### src/rtl/keypad_scan_encoder_if.sv
// keypad_scan_encoder_if
//   Pin bundle between the keypad matrix, the scan encoder and the 8051
//   mapping glue.
//   row_in     : keypad rows, active-low, pulled up, asynchronous to clk
//   col_out    : keypad columns, active-low, one-hot-low
//   key_code   : debounced key code (row*4 + col), to P1[7:4]
//   key_intr_n : active-low key interrupt, to P3_2 / INT0
//   modport master : the encoder side (drives columns, code, interrupt)
//   modport slave  : the keypad / microcontroller side
interface keypad_scan_encoder_if;
  logic [3:0] row_in;
  logic [3:0] col_out;
  logic [3:0] key_code;
  logic       key_intr_n;

  modport master (
    input  row_in,
    output col_out,
    output key_code,
    output key_intr_n
  );

  modport slave (
    output row_in,
    input  col_out,
    input  key_code,
    input  key_intr_n
  );
endinterface

### src/rtl/keypad_scan_encoder.sv
// keypad_scan_encoder
//   Scans a 4x4 active-low keypad one column at a time, samples the rows
//   through a 2-flop synchronizer, reduces each full scan to NONE, SINGLE or
//   MULTI, and debounces over whole scans. The accepted code is held stable
//   while key_intr_n is low, so INT0 sees its falling edge with valid data.
//   Ports:
//     clk, rst : system clock, asynchronous active-high reset
//     bus      : keypad_scan_encoder_if.master (row_in, col_out, key_code,
//                key_intr_n)
//   Optional feature: define KEYPAD_TYPEMATIC_EN for auto-repeat; each repeat
//   raises key_intr_n for one full scan to produce a fresh falling edge.
module keypad_scan_encoder #(
  parameter int SCAN_DIV       = 5000,
  parameter int DEBOUNCE_SCANS = 4,
  parameter int REPEAT_DELAY   = 100,
  parameter int REPEAT_RATE    = 20
) (
  input  logic                         clk,
  input  logic                         rst,
  keypad_scan_encoder_if.master        bus
);

  if (SCAN_DIV < 2 || SCAN_DIV > 65535 || DEBOUNCE_SCANS < 1 ||
      DEBOUNCE_SCANS > 15 || REPEAT_DELAY < 1 || REPEAT_RATE < 1) begin : g_bad_param
    $error("keypad_scan_encoder: parameter out of range");
  end

  typedef enum logic [1:0] {IDLE, PRESS_DB, HELD, RELEASE_DB} state_t;

  function automatic logic [3:0] sat_inc(input logic [3:0] v);
    return (v == 4'hF) ? v : v + 4'd1;
  endfunction

  state_t      state, state_n;
  logic [3:0]  row_s1, row_s2;
  logic [15:0] div_cnt;
  logic [1:0]  col_idx;
  logic        acc_found, acc_multi;
  logic [3:0]  acc_code;
  logic        found_t, multi_t;
  logic [3:0]  code_t;
  logic        tick, scan_done;
  logic [3:0]  cand, cand_n, cnt, cnt_n;
  logic [3:0]  key_code_q, code_n;
  logic        intr_q, intr_n_n;
`ifdef KEYPAD_TYPEMATIC_EN
  logic [15:0] rep_cnt, rep_cnt_n, rep_target, rep_inc;
  logic        rep_armed, rep_armed_n;
`endif

  assign tick      = (div_cnt == 16'(SCAN_DIV - 1));
  assign scan_done = tick && (col_idx == 2'd3);

  always_comb bus.col_out = ~(4'b0001 << col_idx);
  assign bus.key_code   = key_code_q;
  assign bus.key_intr_n = intr_q;

  // Stage: row synchronizer, prescaler and column scan
  always_ff @(posedge clk or posedge rst) begin
    if (rst) begin
      row_s1  <= 4'hF;
      row_s2  <= 4'hF;
      div_cnt <= '0;
      col_idx <= 2'd0;
    end else begin
      row_s1 <= bus.row_in;
      row_s2 <= row_s1;
      if (tick) begin
        div_cnt <= '0;
        col_idx <= col_idx + 2'd1;
      end else begin
        div_cnt <= div_cnt + 16'd1;
      end
    end
  end

  // Fold this column's rows into the running scan result; rows ascending
  // within a column, columns ascending across the scan.
  always_comb begin
    found_t = acc_found;
    multi_t = acc_multi;
    code_t  = acc_code;
    for (int r = 0; r < 4; r++) begin
      if (!row_s2[r]) begin
        if (!found_t) begin
          found_t = 1'b1;
          code_t  = {2'(r), col_idx};
        end else begin
          multi_t = 1'b1;
        end
      end
    end
  end

  // Stage: scan accumulator, cleared after the column-3 sample
  always_ff @(posedge clk or posedge rst) begin
    if (rst) begin
      acc_found <= 1'b0;
      acc_multi <= 1'b0;
      acc_code  <= 4'h0;
    end else if (scan_done) begin
      acc_found <= 1'b0;
      acc_multi <= 1'b0;
      acc_code  <= 4'h0;
    end else if (tick) begin
      acc_found <= found_t;
      acc_multi <= multi_t;
      acc_code  <= code_t;
    end
  end

  // Debounce FSM, advanced only on the column-3 tick using the completed
  // scan (including the column-3 sample taken in the same cycle).
  always_comb begin
    logic res_none, res_single;
    res_none   = !found_t;
    res_single = found_t && !multi_t;
    state_n    = state;
    cand_n     = cand;
    cnt_n      = cnt;
    code_n     = key_code_q;
    intr_n_n   = intr_q;
`ifdef KEYPAD_TYPEMATIC_EN
    rep_target  = rep_armed ? 16'(REPEAT_RATE) : 16'(REPEAT_DELAY);
    rep_inc     = rep_cnt + 16'd1;
    rep_cnt_n   = rep_cnt;
    rep_armed_n = rep_armed;
`endif
    if (scan_done) begin
      unique case (state)
        IDLE: begin
          if (res_single) begin
            cand_n = code_t;
            cnt_n  = 4'd1;
            if (DEBOUNCE_SCANS == 1) begin
              code_n   = code_t;
              intr_n_n = 1'b0;
              state_n  = HELD;
            end else begin
              state_n = PRESS_DB;
            end
          end
        end
        PRESS_DB: begin
          if (res_single && code_t == cand) begin
            cnt_n = sat_inc(cnt);
            if (sat_inc(cnt) >= 4'(DEBOUNCE_SCANS)) begin
              code_n   = cand;
              intr_n_n = 1'b0;
              state_n  = HELD;
            end
          end else begin
            state_n = IDLE;
          end
        end
        HELD: begin
          if (res_none) begin
            cnt_n = 4'd1;
            if (DEBOUNCE_SCANS == 1) begin
              intr_n_n = 1'b1;
              state_n  = IDLE;
            end else begin
              state_n = RELEASE_DB;
            end
          end else begin
`ifdef KEYPAD_TYPEMATIC_EN
            // A raised line here is a repeat pulse that has lasted one scan.
            if (intr_q) intr_n_n = 1'b0;
            if (res_single && code_t == key_code_q) begin
              if (rep_inc >= rep_target) begin
                intr_n_n    = 1'b1;
                rep_cnt_n   = 16'd0;
                rep_armed_n = 1'b1;
              end else begin
                rep_cnt_n = rep_inc;
              end
            end
`endif
          end
        end
        RELEASE_DB: begin
          if (res_none) begin
            cnt_n = sat_inc(cnt);
            if (sat_inc(cnt) >= 4'(DEBOUNCE_SCANS)) begin
              intr_n_n = 1'b1;
              state_n  = IDLE;
            end
          end else begin
            intr_n_n = 1'b0;
            state_n  = HELD;
          end
        end
        default: state_n = IDLE;
      endcase
    end
`ifdef KEYPAD_TYPEMATIC_EN
    if (state_n != HELD) begin
      rep_cnt_n   = 16'd0;
      rep_armed_n = 1'b0;
    end
`endif
  end

  // Stage: debounce state and registered outputs
  always_ff @(posedge clk or posedge rst) begin
    if (rst) begin
      state      <= IDLE;
      cand       <= 4'h0;
      cnt        <= 4'h0;
      key_code_q <= 4'h0;
      intr_q     <= 1'b1;
`ifdef KEYPAD_TYPEMATIC_EN
      rep_cnt    <= 16'd0;
      rep_armed  <= 1'b0;
`endif
    end else begin
      state      <= state_n;
      cand       <= cand_n;
      cnt        <= cnt_n;
      key_code_q <= code_n;
      intr_q     <= intr_n_n;
`ifdef KEYPAD_TYPEMATIC_EN
      rep_cnt    <= rep_cnt_n;
      rep_armed  <= rep_armed_n;
`endif
    end
  end

endmodule
### src/flat_wrapper.sv
// flat-port wrapper written by rule: the top's interface ports become plain ports
module keypad_scan_encoder_flat 
#(
  parameter int SCAN_DIV       = 5000,
  parameter int DEBOUNCE_SCANS = 4,
  parameter int REPEAT_DELAY   = 100,
  parameter int REPEAT_RATE    = 20
)
  (clk, rst, bus_row_in, bus_col_out, bus_key_code, bus_key_intr_n);
  keypad_scan_encoder_if bus_i ();
  input  logic clk;
  input  logic rst;
  input wire logic [$bits(bus_i.row_in)-1:0] bus_row_in;
  output wire logic [$bits(bus_i.col_out)-1:0] bus_col_out;
  output wire logic [$bits(bus_i.key_code)-1:0] bus_key_code;
  output wire logic [$bits(bus_i.key_intr_n)-1:0] bus_key_intr_n;
  assign bus_i.row_in = bus_row_in;
  assign bus_col_out = bus_i.col_out;
  assign bus_key_code = bus_i.key_code;
  assign bus_key_intr_n = bus_i.key_intr_n;
  keypad_scan_encoder #(.SCAN_DIV(SCAN_DIV), .DEBOUNCE_SCANS(DEBOUNCE_SCANS), .REPEAT_DELAY(REPEAT_DELAY), .REPEAT_RATE(REPEAT_RATE)) u_core (.clk(clk), .rst(rst), .bus(bus_i));
endmodule
### config.mk
export PLATFORM = sky130hd
export DESIGN_NAME = keypad_scan_encoder_flat
export DESIGN_NICKNAME = d
export VERILOG_FILES = /design/src/rtl/keypad_scan_encoder_if.sv /design/src/rtl/keypad_scan_encoder.sv /design/src/flat_wrapper.sv
export SDC_FILE = /design/constraint.sdc
export NUM_CORES = 1
export LEC_CHECK = 0
export BUFFER_PORTS_ARGS = -buffer_cell sky130_fd_sc_hd__buf_4
export CELL_PAD_IN_SITES_DETAIL_PLACEMENT = 1
export CELL_PAD_IN_SITES_GLOBAL_PLACEMENT = 1
export CORE_ASPECT_RATIO = 0.5
export CORE_MARGIN = 1
export CORE_UTILIZATION = 43
export DETAILED_ROUTE_END_ITERATION = 16
export GPL_ROUTABILITY_DRIVEN = 0
export PLACE_DENSITY_LB_ADDON = 0.1
export SYNTH_ARGS = -nofsm -noshare
export SYNTH_HDL_FRONTEND = slang
export SYNTH_SLANG_ARGS = --single-unit
### constraint.sdc
create_clock -name clk -period 3.15 [get_ports clk]
set_clock_uncertainty 0.2 [all_clocks]
set_input_delay 0.1575 -clock clk [delete_from_list [all_inputs] [get_ports clk]]
set_output_delay 0.1575 -clock clk [all_outputs]
set_load 0.05 [all_outputs]
# After elaboration in Yosys (flattened, before gate mapping)
# Index checks and enable logic that the tools add are counted.
[classes]
add_sub_neg = 3
order_cmp = 1
n_eq_ne = 14
shifts = 1
muxes = 45
bitwise = 1
reduce_logical = 12
[ops]
columns = ["operator", "n"]
rows = [
  ["4-bit 2-to-1 mux", 15],
  ["1-bit 2-to-1 mux", 20],
  ["16-bit by 1-bit adder with 16-bit output, second input constant", 1],
  ["16-bit by 13-bit equality test with 1-bit output, second input constant", 1],
  ["16-bit 2-to-1 mux", 1],
  ["4-bit case mux with 4 select lines", 1],
  ["5-bit AND reduction", 3],
  ["2-bit 2-to-1 mux", 6],
  ["2-bit case mux with 4 select lines", 1],
  ["2-bit equality test, second input constant", 3],
  ["2-bit by 1-bit inequality test with 1-bit output, second input constant", 3],
  ["4-bit by 1-bit adder with 4-bit output, second input constant", 1],
  ["4-bit equality test", 1],
  ["4-bit equality test, second input constant", 1],
  ["4-bit by 3-bit >= comparator with 1-bit output, second input constant", 1],
  ["2-bit inequality test, second input constant", 2],
  ["4-bit NOT", 1],
  ["4-bit AND reduction", 1],
  ["2-bit nonzero test", 2],
  ["1-bit by 2-bit << shifter with 4-bit output, first input constant", 1],
  ["1-bit logical AND", 3],
  ["3-bit by 1-bit inequality test with 1-bit output, second input constant", 1],
  ["3-bit inequality test, second input constant", 1],
  ["3-bit AND reduction", 1],
  ["other kinds (5)", 5],
]
[totals]
register_bits = 47
inputBits = 6
output_inout_bits = 9

# Longest topological paths before layout
# Gate-level depths: netlist of the first run.
[logic_depth]
ltp_word = 13
depth_mapped = 9
mapped_depth_nobuf = 8

# Worst setup path before layout of the first run
# OpenSTA, ideal clock, no wires.
[synth_path]
path_type = "register to register"
from = "register u_core.row_s2[3]"
to = "register u_core.key_code_q[0], in the netlist u_core.bus.key_code[0]"
setup_time_ps = 125
arrival_ps = 2643
required_ps = 2825
path_slack_ps = 182
stages_incl_launch_ff = 10
synth_period_minus_slack_ps = 2968
cell_sequence = "dfstp_2 > buf_2 > a41oi_4 > mux2i_1 > o22ai_1 > a2111oi_2 > nand2_2 > or4_4 > buf_6 > mux2_4"
[synth_via]
elab_chain_len = 5
[synth_rtl]
columns = ["item", "line", "source"]
rows = [
  ["from (decl)", "keypad_scan_encoder.sv:35", "logic [3:0] row_s1, row_s2;"],
  ["from (signal assigned)", "keypad_scan_encoder.sv:67", "row_s2 <= row_s1;"],
  ["parallel branches: the longest is 3 deep, another holds 4-bit 2-to-1 mux", "--", ""],
  ["1-bit logical AND (*)", "keypad_scan_encoder.sv:145", "if (res_single && code_t == cand) begin"],
  ["4-bit AND reduction (no source line) (*)", "--", ""],
  ["to (signal assigned)", "keypad_scan_encoder.sv:220", "key_code_q <= code_n;"],
  ["to (decl)", "keypad_scan_encoder.sv:44", "logic [3:0] key_code_q, code_n;"],
]
# Mark *: on every way between the ends.
# A chain may end at the register's enable or synchronous reset.

# Worst setup path after layout of the first run
[layout_path]
from = "register u_core.row_s2[3]"
to = "register u_core.key_code_q[1], in the netlist u_core.bus.key_code[1]"
# The elaborated chain is that of the path after synthesis.

==> flow_metrics.tcl, run 1 <==
set metrics [dict create \
    ios 15 \
    synth_seq_cells 47 \
    maxSlewViolCount 0 \
    drive_above_1_share_pct 19.8 \
    setup_ws_ns 0.111 \
    tightest_slew_ns 0.984 \
    synth_area_mm2 0.00246 \
    powerDensity_mw_per_mm2 427 \
    area_growth_pct 17.2 \
    ys_seq_area_share_pct 48.2 \
    nets 279 \
    clockBufferDepth 2 \
    fin_area_mm2 0.00289 \
    p_total_mw 1.23 \
    drtIter0Drc 64 \
    die_w_um 109 \
    path_cells "a41oi_4 -> mux2i_2 -> o22ai_1 -> a2111oi_2 -> nand2_2 -> or4_4 -> mux2_4" \
    die_y_um 55.5 \
    use_met1_pct 28.3 \
    hold_viol_final 0 \
    slew_headroom_pct 34.3 \
    core_area_mm2 0.00549 \
    crit_buf_inv 0 \
    antenna_cells 0 \
    synth_top_area_share_pct 38.6 \
    first_pass_iters 4 \
    cp-end-kind "flip-flop" \
    placed_area_mm2 0.00266 \
    crit_slowest_cell "dfstp_2" \
    viasPerCell 5.60 \
    fillerInstances 618 \
    postRouteAntennaNets 0 \
    crit_fanout 7 \
    fin_crit_sh_pct 96.5 \
    grt_util_met2_pct 35.6 \
    cts_sinks 47 \
    syn_avg_cell_area_um2 10.1 \
    drt-total-wl_um 5900 \
    root_buffer "clkbuf_16" \
    synth_edf_count 0 \
    grt_pass1_vias 2015 \
    finalCriticalPeriod_ns 3.04 \
    h-tree-depth 2 \
    start_util_pct 44.9 \
    synth_cell_types 58 \
    antenna_found_initial 0 \
    synth_area_leaders "dfrtp_1 (39%), dfstp_2 (9.6%), nor2_1 (3.8%)" \
    clk_latency_ns 0.29 \
    grt_use_total_pct 21.8 \
    startpoint_type "flip-flop" \
    setup_tns_ns 0 \
    use_met3_pct 5.31 \
    crit_arrival_ns 3.02 \
    portBuffers 14 \
    clkTransAtPathRegs_ns 0.07 \
    cts_made_buffers 5 \
    synth_top_cell_by_area "dfrtp_1" \
    dp_hpwl_um 4120 \
    ys.flop_type "dfrtp_1" \
    crit_type "reg2reg" \
    synth_warnings 0 \
    hp-class "reg2reg" \
    synth_nets 255 \
    cp_data_required_time_ns 3.13 \
    grt-busiest-layer "met2" \
    p_leak_nw 1.25 \
    mostFrequentLayoutCell "dfrtp_1" \
    remaining_drc_errors 0 \
    die_area_mm2 0.00606 \
    rows 19 \
    grt_pass1_wl_um 9910 \
    maxCapViolCount 0 \
    drt-wirelength-per-cell_um 17.3 \
    async_flop_share_pct 100 \
    num_vias 1908 \
    overflow 0 \
    rsz0062_at_grt "no" \
    grt_start_max_net_pins 48 \
    vdd_ir_drop_max_v 0.000229 \
    max_stage_delay_ns 0.62 \
    max_clock_freq_ghz 0.329 \
    finalSetupViolCount 0 \
    path_delay_family "compound AO/OA/AOI/OAI gates" \
    layout_common_cells "dfrtp_1 (38), nor2_1 (25), nand2_1 (24)" \
    cts_tree "yes" \
    synth_cells 243 \
    status "finished clean" \
    post-place-ws_ns 0.0854 \
]
[cell usage after synthesis, drive strengths merged, types with 3 or more instances]
| master | number |
|---|---|
| mux2i | 5 |
| nor3 | 5 |
| nor2b | 5 |
| inv | 10 |
| nand2b | 3 |
| dfstp | 9 |
| nor4 | 3 |
| o21ai | 7 |
| buf | 3 |
| a21oi | 10 |
| xnor2 | 7 |
| mux2 | 5 |
| and2 | 5 |
| dfrtp | 38 |
| nor2 | 25 |
| nand4 | 3 |
| a31oi | 4 |
| xor2 | 8 |
| ha | 6 |
| nand3 | 10 |
| nand2 | 25 |
| clkbuf | 5 |
[kinds of logic after synthesis]
family / synth area share [%]
AO/OA/AOI/OAI: 14.5
XOR/XNOR: 5.33
adder cells (fa/ha/maj): 3.45
buffers and inverters: 3.15
flip-flops: 48.2
multiplexers: 4.92
AND/OR/NAND/NOR: 20.5
[where the power goes]
part	internal [mW]	total [mW]	switching, mW
Combinational	0.0225	0.0570	0.0344
Clock	0.317	0.556	0.239
Sequential	0.613	0.619	0.00563
[worst register-to-register path: stages (launching register included)]
cell	delay (ns)
dfstp_2	0.62
a41oi_4	0.22
mux2i_2	0.27
o22ai_1	0.14
a2111oi_2	0.43
nand2_2	0.14
or4_4	0.60
mux2_4	0.32
[final cells by class]
type | instances | area [um^2] | share of cell area, %
Tap cell | 73 | 91.3 | 3.16
Clock inverter | 2 | 16.3 | 0.563
Inverter | 10 | 37.5 | 1.30
Sequential cell | 47 | 1190 | 41.1
Multi-Input combinational cell | 178 | 1220 | 42.1
Timing Repair Buffer | 25 | 200 | 6.93
Clock buffer | 6 | 139 | 4.81
[worst paths after layout]
check,startpoint,slack [ns],cells after the start,end
setup / recovery,u_core.row_s2[3],0.11,7,u_core.bus.key_code[1]
hold / removal,u_core.row_s1[3],0.16,0,u_core.row_s2[3]
setup reg to reg,u_core.row_s2[3],0.11,7,u_core.bus.key_code[1]
hold reg to reg,u_core.row_s1[3],0.16,0,u_core.row_s2[3]
max in group asynchronous,rst,1.67,3,u_core.cnt[3]
min in group asynchronous,rst,0.46,3,u_core.div_cnt[12]
[registers in the layout (all words and copies together), names as in the netlist]
signal,count
u_core.cnt,4
u_core.state,2
u_core.acc_found,1
u_core.row_s2,4
u_core.bus.key_code,4
u_core.col_idx,2
u_core.row_s1,4
u_core.bus.key_intr_n,1
u_core.acc_multi,1
u_core.div_cnt,16
u_core.cand,4
u_core.acc_code,4
[per-stage QoR]
step,std cells,util (%),hold WS [ns]
floorplan,243,-,-0.0380
global placement,327,48.4,0.0662
detailed placement,327,48.4,0.0675
CTS,340,52.2,0.157
global route,341,52.6,0.164
finish,341,52.6,0.157
[per-layer routing]
layer	up-vias	wire length [um]
li1	909	-
met1	965	2750
met2	27	2850
met3	7	231
met4	0	67
met5	-	0
[repair_timing]
action / CTS / global route
endpoints found under the hold margin: 42 / 0
endpoints found under the setup margin: 3 / 4
gates resized for setup: 1 / 2
buffers inserted: 0 / 1
hold buffers: 5 / 0
Power figures use the tool's default switching activity.
==> run 2, diff against run 1 <==
CORE_UTILIZATION = 50   (was 43)
clock period = 3.5 ns   (was 3.15 ns; I/O delays follow)
==> run 2 against run 1 <==
Effect of this change: hold slack better by 0.0040 ns; global-route usage is 2.4 points higher; die area down 14%; largest power group unchanged; sequential cell count stayed put; design area decreased by 3.9%; routed wire length down 5.0%; register-to-register slack improved by 0.12 ns; sequential share of layout area increased by 1.7 points; cell count is 3.2% lower; critical path type unchanged; sequential power down 9.7%; critical path depth unchanged.
==> flow_metrics.tcl, run 2 (synthesis gave the netlist of run 1 again) <==
set metrics [dict create \
    start_util_pct 53.9 \
    h-tree-depth 2 \
    mostFrequentLayoutCell "dfrtp_1" \
    die_w_um 101 \
    clockBufferDepth 2 \
    antenna_cells 0 \
    hp-class "reg2reg" \
    maxSlewViolCount 0 \
    drive_above_1_share_pct 17.8 \
    power_frac_comb_pct 4.8 \
    cts_tree "yes" \
    layout_common_cells "dfrtp_1 (38), nor2_1 (25), nand2_1 (24)" \
    largest_reg_flops 16 \
    grt_pass1_wl_um 9410 \
    root_buffer "clkbuf_8" \
    seqPwrFrac_pct 58.5 \
    hold_viol_final 0 \
    tightest_slew_ns 0.968 \
    portBuffers 14 \
    crit_type "reg2reg" \
    postRouteAntennaNets 0 \
    post-cts-setup-buffers 0 \
    drt-total-wl_um 5600 \
    maxCapViolCount 0 \
    clk_latency_ns 0.31 \
    grt_use_total_pct 24.2 \
    grt_start_max_net_pins 48 \
    p_leak_nw 1.22 \
    crit_fanout 14 \
    holdBufCountCts 5 \
    power.net_switching_uw 238 \
    cts_resized 0 \
    nets 275 \
    core_area_mm2 0.00457 \
    cts_sinks 47 \
    die_y_um 51.6 \
    reg2reg_from "u_core.acc_found" \
    drt-wirelength-per-cell_um 17.0 \
    worstRegToRegCells 7 \
    cp-end-kind "flip-flop" \
    max_clock_freq_ghz 0.306 \
    r2r_end "u_core.bus.key_code[3]" \
    antenna_found_initial 0 \
    crit_path_start "u_core.acc_found" \
    holdWs_ns 0.161 \
    remaining_drc_errors 0 \
    overflow 0 \
    powerDensity_mw_per_mm2 345 \
    ff2ff_setup_slack_ns 0.23 \
    area_growth_pct 12.5 \
    finalSetupViolCount 0 \
    fin_crit_sh_pct 93.5 \
    vdd_ir_drop_max_v 0.000211 \
    drtIter0Drc 67 \
    clkTransAtPathRegs_ns 0.10 \
    p_int_uw 718 \
    startpoint_type "flip-flop" \
    cp_data_required_time_ns 3.49 \
    cts_made_buffers 5 \
    setup_tns_ns 0 \
    clkPwrFrac_pct 36.7 \
    ios 15 \
    status "finished clean" \
    netSwitchingFraction_pct 24.9 \
    finalCriticalPeriod_ns 3.27 \
    crit_end "u_core.bus.key_code[3]" \
    rows 17 \
    first_pass_iters 4 \
    die_area_mm2 0.00523 \
    slew_headroom_pct 35.4 \
    dp_hpwl_um 3960 \
    regMostFlops "u_core.div_cnt" \
    rsz0062_at_grt "no" \
    crit_arrival_ns 3.26 \
    utilization_pct 60.7 \
    grt_pass1_vias 1913 \
    viasPerCell 5.83 \
    num_vias 1925 \
]
## run 2: through the flow
step                      power [mW]  setup slack, ns  cells  area [um^2]
final                          0.956            0.227    330         2770
after global routing           0.991           0.0292    330         2770
after CTS                      0.965            0.233    330         2770
after detailed placement       0.611            0.323    317         2630
after global placement         0.609            0.425    317         2630
after floorplan                0.597            0.532    243         2460
## run 2: power groups by stage
stage	Sequential, mW	Combinational, mW	Clock, mW
2_1_floorplan	0.564	0.0333	0
3_3_place_gp	0.569	0.0407	0
3_5_place_dp	0.570	0.0417	0
4_1_cts	0.559	0.0466	0.359
5_1_grt	0.560	0.0513	0.380
6_report	0.559	0.0461	0.351
## run 2: layout make-up
class                           count  area, um^2
Timing Repair Buffer               21         170
Multi-Input combinational cell    178        1200
Fill cell                         513        1800
Tap cell                           66        82.6
Sequential cell                    47        1190
Clock inverter                      3        27.5
Inverter                           10        37.5
Clock buffer                        5        68.8
## run 2: layer usage
metal | vias up | GRT usage (%) | wire (um)
met5 | - | 0 | 0
met4 | 0 | 7.25 | 75
met3 | 10 | 4.44 | 166
met2 | 34 | 42.6 | 2770
met1 | 980 | 30.9 | 2590
li1 | 901 | - | -
## run 2: critical path: stages, from the launching register on
cell and delay [ns]:
dfrtp_1 0.56, a41oi_4 0.35, mux2i_1 0.37, o22ai_1 0.14, a2111oi_2 0.49, nand2_2 0.13, or4_4 0.59, mux2_4 0.32
## run 2: worst min path at each step
stage / from / to / slack [ns] / depth (start not counted)
final: u_core.row_s1[2] / u_core.row_s2[2] / 0.16 / 0
after CTS: u_core.row_s1[1] / u_core.row_s2[1] / 0.16 / 0
after global routing: u_core.row_s1[2] / u_core.row_s2[2] / 0.16 / 0
after global placement: bus_row_in[0] / u_core.row_s1[0] / 0.08 / 1
after detailed placement: bus_row_in[1] / u_core.row_s1[1] / 0.09 / 1
after floorplan: bus_row_in[0] / u_core.row_s1[0] / -0.02 / 0
